### src/rtl/mux4_rr_ctl_pkg.sv
// mux4_rr_ctl_pkg: state encodings and counter widths shared by the mux scheduler.
package mux4_rr_ctl_pkg;

    typedef enum logic [1:0] {
        ST_IDLE    = 2'd0,
        ST_SETUP   = 2'd1,
        ST_ACTIVE  = 2'd2,
        ST_RELEASE = 2'd3
    } state_t;

    localparam int SETUP_W = 4;
    localparam int HOLD_W  = 8;

endpackage

### src/rtl/mux4_rr_ctl_pick.sv
// rr_pick4: round-robin pick of the first requester after last, wrapping back to last.
module rr_pick4 (
    input  logic [3:0] req,
    input  logic [1:0] last,
    output logic [1:0] sel,
    output logic       any
);

    logic [3:0] rot;
    logic [1:0] off;

    always_comb begin
        rot = 4'({req, req} >> (3'(last) + 3'd1));
        off = rot[0] ? 2'd0 : rot[1] ? 2'd1 : rot[2] ? 2'd2 : 2'd3;
    end

    assign sel = last + 2'd1 + off;
    assign any = |req;

endmodule

### src/rtl/mux4_rr_ctl.sv
// mux4_rr_ctl: round-robin sharing of an inverting 4:1 mux with break-before-make
// sequencing of the select lines and the active-low strobe.
module mux4_rr_ctl
    import mux4_rr_ctl_pkg::*;
#(
    parameter int SETUP_CYCLES = 1,
    parameter int MAX_HOLD     = 8,
    parameter int TCO          = 0
) (
    input  logic       clk,
    input  logic       clr_n,
    input  logic [3:0] req,
    output logic       a1,
    output logic       a0,
    output logic       g,
    output logic [3:0] gnt,
    output logic       busy
);

    localparam logic [SETUP_W-1:0] SETUP_LAST = SETUP_W'(SETUP_CYCLES > 1 ? SETUP_CYCLES - 1 : 0);
    localparam logic [HOLD_W-1:0]  HOLD_LAST  = HOLD_W'(MAX_HOLD > 0 ? MAX_HOLD - 1 : 0);

    state_t               state, state_d;
    logic [1:0]           sel, sel_d, last, last_d, pick;
    logic                 any, g_q, g_d;
    logic [SETUP_W-1:0]   setup_cnt, setup_d;
    logic [HOLD_W-1:0]    hold_cnt, hold_d;
    logic [3:0]           req_c;

    // Unknown request bits never win arbitration.
    for (genvar i = 0; i < 4; i++) begin : g_req
        assign req_c[i] = (req[i] === 1'b1);
    end

    // Output delay is a simulation-only notion; synthesized outputs carry none.
    if (TCO != 0) begin : g_tco_sim_only
    end

    rr_pick4 u_pick (
        .req  (req_c),
        .last (last),
        .sel  (pick),
        .any  (any)
    );

    always_comb begin
        state_d = state;
        sel_d   = sel;
        last_d  = last;
        g_d     = g_q;
        setup_d = setup_cnt;
        hold_d  = hold_cnt;
        case (state)
            ST_IDLE: begin
                if (any) begin
                    state_d = ST_SETUP;
                    sel_d   = pick;
                    setup_d = '0;
                end
            end
            ST_SETUP: begin
                if (setup_cnt >= SETUP_LAST) begin
                    state_d = ST_ACTIVE;
                    g_d     = 1'b0;
                    hold_d  = '0;
                end else begin
                    setup_d = setup_cnt + 1'b1;
                end
            end
            ST_ACTIVE: begin
                hold_d = hold_cnt + 1'b1;
                if (!req_c[sel] || (MAX_HOLD != 0 && hold_cnt == HOLD_LAST)) begin
                    state_d = ST_RELEASE;
                    g_d     = 1'b1;
                    last_d  = sel;
                end
            end
            default: begin
                state_d = any ? ST_SETUP : ST_IDLE;
                sel_d   = any ? pick : sel;
                setup_d = '0;
            end
        endcase
    end

    always_ff @(posedge clk or negedge clr_n) begin
        if (!clr_n) begin
            state     <= ST_IDLE;
            sel       <= 2'd0;
            last      <= 2'd3;
            g_q       <= 1'b1;
            setup_cnt <= '0;
            hold_cnt  <= '0;
        end else begin
            state     <= state_d;
            sel       <= sel_d;
            last      <= last_d;
            g_q       <= g_d;
            setup_cnt <= setup_d;
            hold_cnt  <= hold_d;
        end
    end

    assign {a1, a0} = sel;
    assign g        = g_q;
    assign gnt      = g_q ? 4'b0000 : (4'b0001 << sel);
    assign busy     = (state != ST_IDLE);

endmodule

### config.mk
export PLATFORM = sky130hd
export DESIGN_NAME = mux4_rr_ctl
export DESIGN_NICKNAME = d
export VERILOG_FILES = /design/src/rtl/mux4_rr_ctl_pkg.sv /design/src/rtl/mux4_rr_ctl_pick.sv /design/src/rtl/mux4_rr_ctl.sv
export SDC_FILE = /design/constraint.sdc
export NUM_CORES = 1
export LEC_CHECK = 0
export ABC_AREA = 1
export CAP_MARGIN = 20
export CORE_UTILIZATION = 57
export DETAILED_ROUTE_END_ITERATION = 12
export PLACE_DENSITY_LB_ADDON = 0.1
export SETUP_SLACK_MARGIN = 0.2
export SLEW_MARGIN = 5
export SYNTH_ARGS = -nofsm -noshare
export SYNTH_HDL_FRONTEND = slang
export SYNTH_SLANG_ARGS = --single-unit
export TNS_END_PERCENT = 50
### constraint.sdc
create_clock -name clk -period 4.1 [get_ports clk]
set_clock_uncertainty 0.05 [all_clocks]
set_input_delay 0.615 -clock clk [delete_from_list [all_inputs] [get_ports clk]]
set_output_delay 0.615 -clock clk [all_outputs]
set_load 0.01 [all_outputs]
==> flow_summary.yaml <==
layout:
  fin_util_pct: 74.3
  drive_gt1_share_pct: 10.1
  filler_cell_count: 120
  antenna-diode-count: 0
  flow.area_growth_from_synthesis_pct: 16.0
  final_nets: 171
worst_hold_path:
  worst_hold_path_type: "reg2reg"
clock_tree:
  clk_root_buffer_cell: "sky130_fd_sc_hd__clkbuf_4"
  cts_resized: 0
  cts_max_path_buffers: 2
  cts.htree.levels: 1
  clkSinkCount: 15
  cts.hold.buffers_added: 0
  clock_tree_from_tritoncts: "done"
  tritoncts.num_buffers: 3
  post_cts.repair.setup_buffers: 0
  clk_latency_ns: 0.29
  worst_setup_hold_path_clk_slew_ns: 0.10
route:
  dr_total_vias: 974
  avgRoutedWirePerCell_microns: 13.2
  avgViaCountPerCell: 5.57
  detailedRoute.firstPassIterationCount: 6
  detail_route.drc_violations: 0
  dr.first_iter.drc_count: 40
  routed_wl_mm: 2.31
  final_antenna_net_count: 0
flow_run:
  max_cap_viol_count: 0
floorplan:
  initial_core_util_pct: 64.0
  die_h_microns: 44.1
  num_rows: 14
  die_wd_microns: 44.1
  core_area_sq_mm: 0.00158
  io_pins: 14
  die_area_sq_mm: 0.00194
global_route:
  grt_max_degree: 16
  vias_in_the_first_global_route: 992
  number_of_antenna_violations_at_the_first_check_in_global_routing: 0
  grt_first_pass_wirelength_mm: 4.21
  grt-ovfl-total: 0
  groute.usage.overall_pct: 29.4
logic_synthesis:
  synthTopCellsByArea: "sky130_fd_sc_hd__dfrtp_1 (30%), sky130_fd_sc_hd__nand2_1 (15%), sky130_fd_sc_hd__dfstp_2 (7.8%), sky130_fd_sc_hd__nand3_1 (7.4%), sky130_fd_sc_hd__inv_1 (6.7%)"
  yosysTopAreaCell: "sky130_fd_sc_hd__dfrtp_1"
  post-synth-top-area-fraction_pct: 29.7
  post-synth-top-count-cell: "sky130_fd_sc_hd__nand2_1"
  synthCells: 144
  syn_area_sq_mm: 0.00101
  syn-num-nets: 155
  syn-mean-instance-area_sq_um: 7.01
  synth_flop_cell: "sky130_fd_sc_hd__dfrtp_1"
  ys_seq_elements: 15
  synth_commonest_cells: "sky130_fd_sc_hd__nand2_1 (41), sky130_fd_sc_hd__inv_1 (18), sky130_fd_sc_hd__nand3_1 (15), sky130_fd_sc_hd__nor2_1 (15), sky130_fd_sc_hd__dfrtp_1 (12)"
  synthArstFlopShare_pct: 100
  seq_area_frac_synth_pct: 37.5
  synth-edff-count: 0
  count_of_yosys_warnings_during_synthesis: 0
  synth_cell_types: 24
worst_setup_path:
  timing.critical_path.required_ns: 3.43
  worst-path-max-fanout: 7
  critical_path.startpoint: "sel[0]"
  critical_path.max_stage_delay_ns: 0.56
  crit_path_start_kind: "flop"
  crit-reg2reg-capture: "hold_cnt[6]"
  crit_path_end_kind: "output port"
  r2r_start: "state[1]"
  critical_path_capture_point: "gnt[3]"
  worstSetupPathType: "reg2out"
  crit_arrival_ns: 1.66
  r2r_cells: 8
  cp_cell_sequence: "inv_1 > nor3_1 > clkdlybuf4s50_1"
  r2r_slack_ns: 2.27
  worst_path_max_delay_cell: "sky130_fd_sc_hd__clkdlybuf4s50_1"
timing:
  maxSlewHeadroom_pct: 54.8
  final_hold_viol_count: 0
  timing_max_transition_violations_final: 0
  fin_setup_tns_ns: 0
  setup_repair_after_global_routing_missed_its_margin: "no"
  setup_viol: 0
  worst-slew-pin-transition_ns: 0.676
  layout_worst_path_cycle_share_pct: 56.6
  max_freq_ghz: 0.431
  final_period_minus_worst_setup_slack_ns: 2.32
place:
  io_buffers: 13
  place.detailed.hpwl_mm: 1.82
  gp_routability_congestion: 0.969
pwr:
  vdd.ir_drop.worst_uv: 522
  p_leak_uw: 0.000579
  power_density_mw_per_mm2: 731
run_status:
  run_status: "complete, no violations"
==> layout make-up <==
| type | count | area, sq um | share of cell area, % |
|---|---|---|---|
| tap | 16 | 20.0 | 1.71 |
| timing repair buffer | 13 | 130 | 11.1 |
| inverter | 21 | 83.8 | 7.16 |
| clock inverter | 1 | 5.00 | 0.427 |
| clock buffer | 3 | 22.5 | 1.92 |
| multi-input combinational | 106 | 531 | 45.3 |
| sequential | 15 | 379 | 32.4 |
==> where the power goes <==
part           switching, uW  internal [uW]  total [uW]
registers               59.9            206         266
clock network           53.2           36.3        89.5
logic                    301            200         501
==> worst min path at each step <==
stage / cells after the start / to / from / slack (ns)
after global placement: 2 / g / g / 0.44
after global routing: 2 / g / g / 0.49
final: 2 / g / g / 0.46
after floorplan: 0 / hold_cnt[0] / clr_n / 0.27
after CTS: 2 / g / g / 0.47
after detailed placement: 2 / state[0] / state[0] / 0.45
==> critical path, delay by kind of cell, from the launching register on <==
| family | cells | cell delay, ns |
|---|---|---|
| buffers and inverters | 2 | 0.70 |
| and+or+nand+nor | 1 | 0.18 |
| DFF | 1 | 0.48 |
==> per-layer routing <==
metal	global-route usage (%)	vias up	share of wire, %
li1	-	493	-
met1	37.2	443	44
met2	50.6	32	49
met3	4.49	6	5.0
met4	11.5	0	1.6
met5	0	-	0
==> sequential cells by signal, indices dropped and copies added (netlist names) <==
register,flops
hold_cnt,8
last,2
sel,2
state,2
g,1
==> placed cells by master (no fill, tap or decap), types with 2 or more instances in the layout <==
cell,count
sky130_fd_sc_hd__a21oi_1,2
sky130_fd_sc_hd__clkbuf_4,3
sky130_fd_sc_hd__clkdlybuf4s50_1,13
sky130_fd_sc_hd__dfrtp_1,12
sky130_fd_sc_hd__dfstp_2,3
sky130_fd_sc_hd__ha_1,5
sky130_fd_sc_hd__inv_1,18
sky130_fd_sc_hd__inv_2,2
sky130_fd_sc_hd__nand2_1,41
sky130_fd_sc_hd__nand2_2,3
sky130_fd_sc_hd__nand3_1,15
sky130_fd_sc_hd__nand4_1,3
sky130_fd_sc_hd__nor2_1,15
sky130_fd_sc_hd__nor3_1,6
sky130_fd_sc_hd__o21ai_0,5
sky130_fd_sc_hd__o21ai_1,4
==> metrics by stage <==
step                instances  area, sq um  setup WS, ns  total power (uW)  hold WS [ns]
floorplan                 144         1010          2.52               613         0.269
CTS                       175         1170          1.78               852         0.465
global route              175         1170          1.65               937         0.488
finish                    175         1170          1.78               857         0.465
detailed placement        171         1140          1.88               764         0.451
global placement          171         1140          1.95               739         0.440
==> cells by family after synthesis <==
logic type / after synthesis / synth area share [%]
AOI/OAI and AO/OA: 13 / 6.82
adders and majority gates: 5 / 6.20
buffers and inverters: 23 / 9.91
DFF: 15 / 37.5
and+or+nand+nor: 88 / 39.5
No activity file was read; power rests on OpenSTA's default activity.
